File: src/rtl/alu_muldiv_unit.sv
// Iterative RV32M multiply/divide unit: shift-add multiply, restoring divide, start/busy/done handshake.
// Optional feature macro: MULDIV_FAST_MUL_EN (single-cycle multiplies; divides stay iterative).
module alu_muldiv_unit #(
    parameter int XLEN = 32
) (
    input  logic            clk,
    input  logic            rst,
    input  logic            start,
    input  logic            flush,
    input  logic [2:0]      funct3,
    input  logic [XLEN-1:0] operand_a,
    input  logic [XLEN-1:0] operand_b,
    output logic            busy,
    output logic            done,
    output logic [XLEN-1:0] result
);

    localparam int CW = $clog2(XLEN) + 1;
    localparam logic [CW-1:0] LAST = CW'(XLEN);
    localparam logic [XLEN-1:0] MIN_NEG = {1'b1, {(XLEN-1){1'b0}}};

    typedef enum logic [1:0] {IDLE, MUL, DIV, FIN} state_t;

    state_t            state;
    logic [CW-1:0]     counter;
    logic [2*XLEN-1:0] prod;
    logic [XLEN-1:0]   mcand;
    logic [2:0]        op;
    logic              neg_q;
    logic              neg_r;

    logic            sign_a;
    logic            sign_b;
    logic [XLEN-1:0] a_abs;
    logic [XLEN-1:0] b_abs;
    logic            div_zero;
    logic            div_ovf;
    logic [XLEN-1:0] special_result;

    always_comb begin
        sign_a = 1'b0;
        sign_b = 1'b0;
        case (funct3)
            3'd1:       begin sign_a = operand_a[XLEN-1]; sign_b = operand_b[XLEN-1]; end
            3'd2:       sign_a = operand_a[XLEN-1];
            3'd4, 3'd6: begin sign_a = operand_a[XLEN-1]; sign_b = operand_b[XLEN-1]; end
            default:    ;
        endcase
    end

    assign a_abs    = sign_a ? -operand_a : operand_a;
    assign b_abs    = sign_b ? -operand_b : operand_b;
    assign div_zero = (operand_b == '0);
    assign div_ovf  = (funct3 == 3'd4 || funct3 == 3'd6) && (operand_a == MIN_NEG)
                      && (operand_b == {XLEN{1'b1}});
    // funct3[1] selects the remainder; the overflow quotient equals operand_a itself
    assign special_result = funct3[1] ? (div_zero ? operand_a : '0)
                                      : (div_zero ? {XLEN{1'b1}} : operand_a);

    logic [XLEN:0]     mul_sum;
    logic [2*XLEN-1:0] mul_next;
    logic [XLEN:0]     div_shift;
    logic [XLEN-1:0]   div_diff;
    logic              div_ge;
    logic [2*XLEN-1:0] div_next;

    // Multiply: low half holds the multiplier, high half accumulates; both shift right each step.
    // Divide: high half is the partial remainder, low half shifts the dividend out and quotient in.
    assign mul_sum   = {1'b0, prod[2*XLEN-1:XLEN]} + (prod[0] ? {1'b0, mcand} : '0);
    assign mul_next  = {mul_sum, prod[XLEN-1:1]};
    assign div_shift = {prod[2*XLEN-1:XLEN], prod[XLEN-1]};
    assign div_ge    = (div_shift >= {1'b0, mcand});
    assign div_diff  = div_shift[XLEN-1:0] - mcand;
    assign div_next  = {div_ge ? div_diff : div_shift[XLEN-1:0], prod[XLEN-2:0], div_ge};

    logic [2*XLEN-1:0] prod_signed;
    logic [XLEN-1:0]   quo_final;
    logic [XLEN-1:0]   rem_final;
    logic [XLEN-1:0]   final_result;

    assign prod_signed  = neg_q ? -prod : prod;
    assign quo_final    = neg_q ? -prod[XLEN-1:0] : prod[XLEN-1:0];
    assign rem_final    = neg_r ? -prod[2*XLEN-1:XLEN] : prod[2*XLEN-1:XLEN];
    assign final_result = op[2] ? (op[1] ? rem_final : quo_final)
                                : ((op[1:0] == 2'd0) ? prod_signed[XLEN-1:0]
                                                     : prod_signed[2*XLEN-1:XLEN]);

`ifdef MULDIV_FAST_MUL_EN
    logic [2*XLEN-1:0] fast_mag;
    logic [2*XLEN-1:0] fast_signed;
    logic [XLEN-1:0]   fast_result;

    assign fast_mag    = {{XLEN{1'b0}}, a_abs} * {{XLEN{1'b0}}, b_abs};
    assign fast_signed = (sign_a ^ sign_b) ? -fast_mag : fast_mag;
    assign fast_result = (funct3 == 3'd0) ? fast_signed[XLEN-1:0] : fast_signed[2*XLEN-1:XLEN];
`endif

    always_ff @(posedge clk or posedge rst) begin
        if (rst) begin
            state   <= IDLE;
            busy    <= 1'b0;
            done    <= 1'b0;
            result  <= '0;
            counter <= '0;
            prod    <= '0;
            mcand   <= '0;
            op      <= '0;
            neg_q   <= 1'b0;
            neg_r   <= 1'b0;
        end else if (flush) begin
            state   <= IDLE;
            busy    <= 1'b0;
            done    <= 1'b0;
            counter <= '0;
        end else begin
            case (state)
                // FIN behaves like IDLE so a new op can be accepted back-to-back
                IDLE, FIN: begin
                    state <= IDLE;
                    done  <= 1'b0;
                    busy  <= 1'b0;
                    if (start) begin
                        op      <= funct3;
                        neg_q   <= sign_a ^ sign_b;
                        neg_r   <= sign_a;
                        counter <= '0;
                        if (funct3[2] && (div_zero || div_ovf)) begin
                            result <= special_result;
                            done   <= 1'b1;
                            state  <= FIN;
`ifdef MULDIV_FAST_MUL_EN
                        end else if (!funct3[2]) begin
                            result <= fast_result;
                            done   <= 1'b1;
                            state  <= FIN;
`endif
                        end else begin
                            busy  <= 1'b1;
                            state <= funct3[2] ? DIV : MUL;
                            prod  <= {{XLEN{1'b0}}, funct3[2] ? a_abs : b_abs};
                            mcand <= funct3[2] ? b_abs : a_abs;
                        end
                    end
                end
                MUL, DIV: begin
                    if (counter == LAST) begin
                        result <= final_result;
                        done   <= 1'b1;
                        busy   <= 1'b0;
                        state  <= FIN;
                    end else begin
                        prod    <= (state == MUL) ? mul_next : div_next;
                        counter <= counter + CW'(1);
                    end
                end
                default: state <= IDLE;
            endcase
        end
    end

endmodule

File: config.mk
export PLATFORM = sky130hd
export DESIGN_NAME = alu_muldiv_unit
export DESIGN_NICKNAME = d
export VERILOG_FILES = /design/src/rtl/alu_muldiv_unit.sv
export SDC_FILE = /design/constraint.sdc
export NUM_CORES = 1
export LEC_CHECK = 0
export CAP_MARGIN = 20
export CORE_ASPECT_RATIO = 1.75
export CORE_MARGIN = 2
export CORE_UTILIZATION = 40
export DETAILED_ROUTE_END_ITERATION = 8
export PLACE_DENSITY = 0.67
export SLEW_MARGIN = 20
export SYNTH_ARGS = -nofsm -noshare
export SYNTH_HDL_FRONTEND = slang
export SYNTH_SLANG_ARGS = --single-unit
File: constraint.sdc
create_clock -name clk -period 6.1 [get_ports clk]
set_input_delay 0.915 -clock clk [delete_from_list [all_inputs] [get_ports clk]]
set_output_delay 0.915 -clock clk [all_outputs]
set_load 0.005 [all_outputs]
==> results of run 1 <==
cells in the final DEF, fill, tap and decap left out, drive strengths merged, types with 18 or more instances in the layout:
cell,n
nand3,38
ha,72
a21o,38
nor2,209
a211oi,20
nor3,42
o31ai,33
inv,81
nand2,208
a21oi,178
o211ai,44
nand4,22
clkdlybuf4s50,103
o21ai,173
nor4,21
xnor2,95
buf,23
clkbuf,18
xor2,93
mux2i,58
a221oi,20
dfrtp,143
or3,22
a31oi,29
cells in the mapped netlist (10+ instances only):
cell type / instances / share of area
nand2b_1: 16 / 0.0066
or3_1: 22 / 0.0090
xor2_1: 93 / 0.054
o21bai_1: 12 / 0.0059
nor2b_1: 10 / 0.0041
nor3_1: 41 / 0.013
a221oi_1: 20 / 0.012
a32o_1: 14 / 0.0092
o21ai_0: 164 / 0.054
nor4_1: 19 / 0.0078
o211ai_1: 44 / 0.022
nor3b_1: 10 / 0.0049
nor2_1: 207 / 0.051
ha_1: 72 / 0.059
buf_2: 23 / 0.0076
nand3_1: 38 / 0.013
o221ai_1: 10 / 0.0058
inv_1: 72 / 0.018
a31oi_1: 28 / 0.012
o31ai_1: 31 / 0.015
clkbuf_1: 116 / 0.029
nand2_1: 206 / 0.051
nand4_1: 20 / 0.0082
dfrtp_1: 143 / 0.24
or4_1: 10 / 0.0049
a21oi_1: 177 / 0.058
a211oi_1: 20 / 0.0099
and2_1: 12 / 0.0049
mux2i_1: 58 / 0.038
a21o_1: 38 / 0.019
xnor2_1: 95 / 0.055
flip-flops by register name (all words and copies together), names as in the netlist:
| signal | cells |
|---|---|
| busy | 1 |
| prod | 64 |
| op | 3 |
| counter | 6 |
| mcand | 32 |
| state | 2 |
| neg_q | 1 |
| done | 1 |
| neg_r | 1 |
| result | 32 |
stage by stage:
stage          hold slack, ns   util  instance area [um2]  total power (W)  setup WS (ns)
2_1_floorplan           0.458      -                15200          0.00652           1.35
3_3_place_gp            0.467  0.436                16400          0.00849           1.19
3_5_place_dp            0.471  0.436                16400          0.00857           1.18
4_1_cts                 0.484  0.453                17000          0.00976           1.53
5_1_grt                 0.511  0.454                17000           0.0105           1.28
6_report                0.484  0.454                17000          0.00995           1.45
final cells by class:
type                            count  area share
Multi-Input combinational cell   1644       0.629
Sequential cell                   143       0.210
Timing Repair Buffer              126      0.0717
Tap cell                          480      0.0353
Clock buffer                       18      0.0258
Inverter                           74      0.0166
Clock inverter                     14      0.0114
where the power goes:
part / leakage (nW) / switching, W / internal (W)
clock network: 0.313 / 0.000493 / 0.000672
registers: 1.78 / 0.000812 / 0.00129
logic: 4.77 / 0.00425 / 0.00245
metal layers:
| layer | part of all wire | vias to the layer above | global-route usage |
|---|---|---|---|
| met2 | 0.50 | 833 | 0.567 |
| met5 | 0 | - | 0 |
| met1 | 0.34 | 7682 | 0.340 |
| met3 | 0.054 | 295 | 0.0418 |
| met4 | 0.098 | 0 | 0.267 |
| li1 | - | 7282 | - |
critical path, stage by stage, from the launching register on:
cell,delay [ns]
dfrtp_1,0.49
inv_1,0.36
buf_4,0.37
ha_1,0.29
nor4bb_1,0.71
and2_1,0.35
nand4bb_1,0.67
o21ai_0,0.45
xnor2_1,0.10
a222oi_1,0.52
o21ai_0,0.17
cells by family after synthesis:
| kind of cell | share of synthesized area |
|---|---|
| buf+inv | 0.0622 |
| fa+ha+maj | 0.0632 |
| compound gates | 0.274 |
| simple gates | 0.214 |
| xor+xnor | 0.108 |
| mux | 0.0433 |
| flops | 0.235 |
worst paths after layout:
check / to / slack (ns) / cells past startpoint
max: result[4] / 1.45 / 10
min: result[30] / 0.48 / 2
max reg2reg: result[4] / 1.45 / 10
min reg2reg: result[30] / 0.48 / 2
max in group asynchronous: busy / 3.94 / 4
min in group asynchronous: counter[2] / 0.81 / 2
==> flow_metrics.py, run 1 <==
metrics = {
    "die": {
        "core.rowCount": 94,
        "dieHeight_um": 262,
        "io_pins": 105,
        "fp.dieW_um": 151,
        "core_um2": 37500,
        "die_area_um2": 39700,
        "start_util": 0.405,
    },
    "placed_design": {
        "gp_congestion": 0.997,
        "port_buffers": 104,
        "dp_cells": 2466,
        "hpwlAfterDp_um": 49900,
    },
    "sta": {
        "hold_viol": 0,
        "fin_crit_ns": 4.65,
        "skew_ns": 0.0120,
        "slew_headroom": 0.277,
        "rsz0062_at_grt": "no",
        "max_freq_mhz": 215,
        "finalCritPeriodShare": 0.762,
        "fin_tns_setup_ns": 0,
        "slew_viol_final": 0,
        "tightest_slew_ns": 1.08,
        "finalSetupViolations": 0,
    },
    "power": {
        "total_leakage_power_nw": 6.86,
        "ir_worst_vdd_uv": 300,
        "p_per_area_nw_per_um2": 585,
    },
    "synth": {
        "syn_area_um2": 15200,
        "ys_warn_count": 0,
        "synth_ff_type": "dfrtp_1",
        "ys_seq_area_frac": 0.235,
        "syn_nets": 2162,
        "synth_cells": 2017,
        "synthArstFlopShare": 1.00,
        "ys_ff_latch": 143,
        "avgSynthCellArea_um2": 7.54,
        "ys_types": 93,
        "synth_edf_count": 0,
    },
    "clocking": {
        "cts-hold-fix-buffers": 0,
        "cts_tree": "done",
        "htreeDepth": 4,
        "insertion_delay_ns": 0.46,
        "clock-sinks": 143,
        "cts_max_path_buffers": 2,
        "cts_made_buffers": 17,
        "post_cts_resized": 0,
        "path_clk_slew_ns": 0.07,
        "post_cts_buffers": 0,
        "cts-root-buf": "clkbuf_16",
    },
    "detailed_routing": {
        "routed_wl_um": 63900,
        "routedWlPerCell_um": 25.6,
        "drtIter0Drc": 1432,
        "antenna_left": 0,
        "dr.pass1.iters": 8,
        "vias": 16100,
        "via_per_inst": 6.44,
        "route.detailed.drc": 0,
    },
    "critical_path": {
        "r2r_start": "prod[0]",
        "crit_type": "reg2reg",
        "start_kind": "flip-flop",
        "required_ns": 6.40,
        "crit_start": "prod[0]",
        "end_kind": "flip-flop",
        "cp_max_fo": 22,
        "crit_arrival_ns": 4.95,
    },
    "grt": {
        "antenna_found_initial": 0,
        "grt_max_degree": 102,
        "grt_overflow": 0,
        "grt_use_total": 0.323,
        "grt_pass1_wl_um": 94900,
        "grt_pass1_vias": 15400,
    },
    "status": {
        "status": "completed",
    },
    "flow_run": {
        "drv_cap": 0,
    },
    "cells_and_area": {
        "drive_above_1_share": 0.0480,
        "seq_area_um2": 3580,
        "fin_cells": 2499,
        "area_delta_synth_final_pct": 11.9,
        "insertedDiodeCount": 0,
        "fin_nets": 2151,
        "fillers": 3703,
        "multiInputGateArea_um2": 10700,
    },
    "worst_hold_path": {
        "hold_start": "result[30]",
        "hp-class": "reg2reg",
    },
}
(Power assumes the default switching activity.)
==> inputs of run 2 (changes only) <==
==> constraint.sdc (replaced) <==
create_clock -name clk -period 4.4 [get_ports clk]
set_input_delay 0.66 -clock clk [delete_from_list [all_inputs] [get_ports clk]]
set_output_delay 0.66 -clock clk [all_outputs]
set_load 0.005 [all_outputs]
==> flow_metrics.py, run 2 (synthesis results as in run 1) <==
metrics = {
    "critical_path": {
        "cp.depth": 13,
        "path_delay_family": "compound AO/OA/AOI/OAI gates",
        "r2r_setup_slack_ns": 0.27,
        "crit_top_cell": "o21ai_0",
        "required_ns": 4.74,
        "start_kind": "flip-flop",
        "crit_type": "reg2reg",
        "end_kind": "flip-flop",
        "r2r_start": "prod[31]",
        "r2r_cells": 13,
        "cp_max_fo": 4,
        "cp_cell_sequence": "inv_1 -> ha_1 -> inv_1 -> fa_1 -> a211oi_1 -> o21ai_0 -> a21oi_1 -> o31ai_1 -> a31oi_1 -> o21ai_0 -> xnor2_1 -> o21ai_0 -> a32o_1",
        "crit_start": "prod[31]",
        "cp_num_buf_inv": 2,
        "timing.rr.end": "prod[62]",
        "crit_arrival_ns": 4.47,
        "cpMaxStageDelayCell": "dfrtp_1",
        "cp_slowest_stage_delay_ns": 0.51,
        "endpoint": "prod[62]",
    },
    "clocking": {
        "cts_max_path_buffers": 2,
        "cts-hold-fix-buffers": 0,
        "cts-root-buf": "clkbuf_16",
        "cts_tree": "done",
        "post_cts_buffers": 0,
        "htreeDepth": 4,
        "clock-sinks": 143,
        "path_clk_slew_ns": 0.07,
        "cts_made_buffers": 17,
        "insertion_delay_ns": 0.46,
        "post_cts_resized": 0,
    },
    "sta": {
        "finalSetupViolations": 0,
        "hold_viol": 0,
        "fin_tns_setup_ns": 0,
        "slew_viol_final": 0,
        "fin_crit_ns": 4.13,
        "tightest_slew_ns": 1.12,
        "skew_ns": 0.0124,
        "finalCritPeriodShare": 0.938,
        "slew_headroom": 0.247,
        "rsz0062_at_grt": "no",
        "max_freq_mhz": 242,
    },
    "detailed_routing": {
        "route.detailed.drc": 0,
        "antenna_left": 0,
        "via_per_inst": 6.36,
        "dr.pass1.iters": 6,
        "routedWlPerCell_um": 24.9,
        "routed_wl_um": 64200,
        "vias": 16400,
        "drtIter0Drc": 1581,
    },
    "die": {
        "core.rowCount": 94,
        "io_pins": 105,
        "dieHeight_um": 262,
        "core_um2": 37500,
        "fp.dieW_um": 151,
        "die_area_um2": 39700,
        "start_util": 0.405,
    },
    "worst_hold_path": {
        "hp-class": "reg2reg",
    },
    "cells_and_area": {
        "largest_register_ffs": 64,
        "reg.largest.list": "prod x64, mcand x32, result x32",
        "drive_above_1_share": 0.0830,
        "fin_cells": 2577,
        "insertedDiodeCount": 0,
        "max_flop_register": "prod",
        "mostFrequentLayoutCells": "206 x nand2_1, 206 x nor2_1, 177 x a21oi_1",
        "area_delta_synth_final_pct": 15.7,
        "fillers": 3699,
        "fin_nets": 2229,
    },
    "power": {
        "ir_worst_vdd_uv": 542,
        "p_per_area_nw_per_um2": 808,
        "total_leakage_power_nw": 7.24,
    },
    "status": {
        "status": "completed",
    },
    "placed_design": {
        "gp_congestion": 1.03,
        "hpwlAfterDp_um": 49500,
        "port_buffers": 104,
        "dp_cells": 2545,
    },
    "grt": {
        "grt_max_degree": 144,
        "grt_pass1_vias": 16100,
        "antenna_found_initial": 0,
        "grt_overflow": 0,
        "grt_pass1_wl_um": 95500,
        "grt_use_total": 0.323,
    },
    "flow_run": {
        "drv_cap": 0,
    },
}
-- run 2: cell count changes in the layout (fill, tap and decap cells not counted), sizes merged --
cell      delta
inv          -1
buf         +78
clkinvlp     +2
bufinv       -1
-- run 2: routing by layer --
layer | part of all wire | wire, um | GRT usage
met1 | 0.34 | 21600 | 0.328
met2 | 0.50 | 31900 | 0.568
met3 | 0.061 | 3900 | 0.0486
met4 | 0.11 | 6810 | 0.285
met5 | 0 | 0 | 0
-- run 2: area by class of cell --
cell class                      count  area, um2  share of cell area
Multi-Input combinational cell   1644      10700               0.608
Sequential cell                   143       3580               0.203
Clock buffer                       18        429              0.0244
Timing Repair Buffer              204       1840               0.104
Clock inverter                     14        171             0.00974
Inverter                           74        282              0.0160
Tap cell                          480        601              0.0341
-- run 2: worst min path at each step --
| stage | startpoint | to | slack, ns | depth (start not counted) |
|---|---|---|---|---|
| 6_report | done | done | 0.48 | 2 |
| 3_3_place_gp | mcand[29] | mcand[29] | 0.47 | 1 |
| 5_1_grt | mcand[21] | mcand[21] | 0.52 | 1 |
| 4_1_cts | done | done | 0.49 | 2 |
| 2_1_floorplan | mcand[12] | mcand[12] | 0.46 | 1 |
| 3_5_place_dp | done | done | 0.48 | 2 |
-- run 2: tightest hold or removal path: cells and delay by family, from the launching register on --
| kind | cells | cell delay (ns) |
|---|---|---|
| flops | 1 | 0.34 |
| simple gates | 2 | 0.10 |
-- run 2: through the flow --
step	utilization	setup WS (ns)	instance area (um2)	total power [W]	hold WS, ns
after CTS	0.469	0.469	17600	0.0139	0.491
after global placement	0.453	0.156	17000	0.0122	0.467
final	0.469	0.272	17600	0.0142	0.481
after global routing	0.469	0.103	17600	0.0150	0.519
after floorplan	-	1.06	15200	0.00905	0.458
after detailed placement	0.453	0.132	17000	0.0123	0.475
-- run 2: report_power, final --
group          internal [W]  total [W]  leakage [nW]  switching, W
sequential          0.00179    0.00257          1.78      0.000782
combinational       0.00377     0.0101          5.17       0.00632
clock              0.000859    0.00156         0.293      0.000699
total               0.00642     0.0142          7.24       0.00780
==> inputs of run 3 (changes only) <==
--- a/config.mk
+++ b/config.mk
@@ -11,6 +11,7 @@
 export CORE_UTILIZATION = 40
 export DETAILED_ROUTE_END_ITERATION = 8
 export PLACE_DENSITY = 0.67
+export SETUP_SLACK_MARGIN = 0.1
 export SLEW_MARGIN = 20
 export SYNTH_ARGS = -nofsm -noshare
 export SYNTH_HDL_FRONTEND = slang
==> results of run 3 <==
Final layout, timing and power as in run 2 (identical DEF).
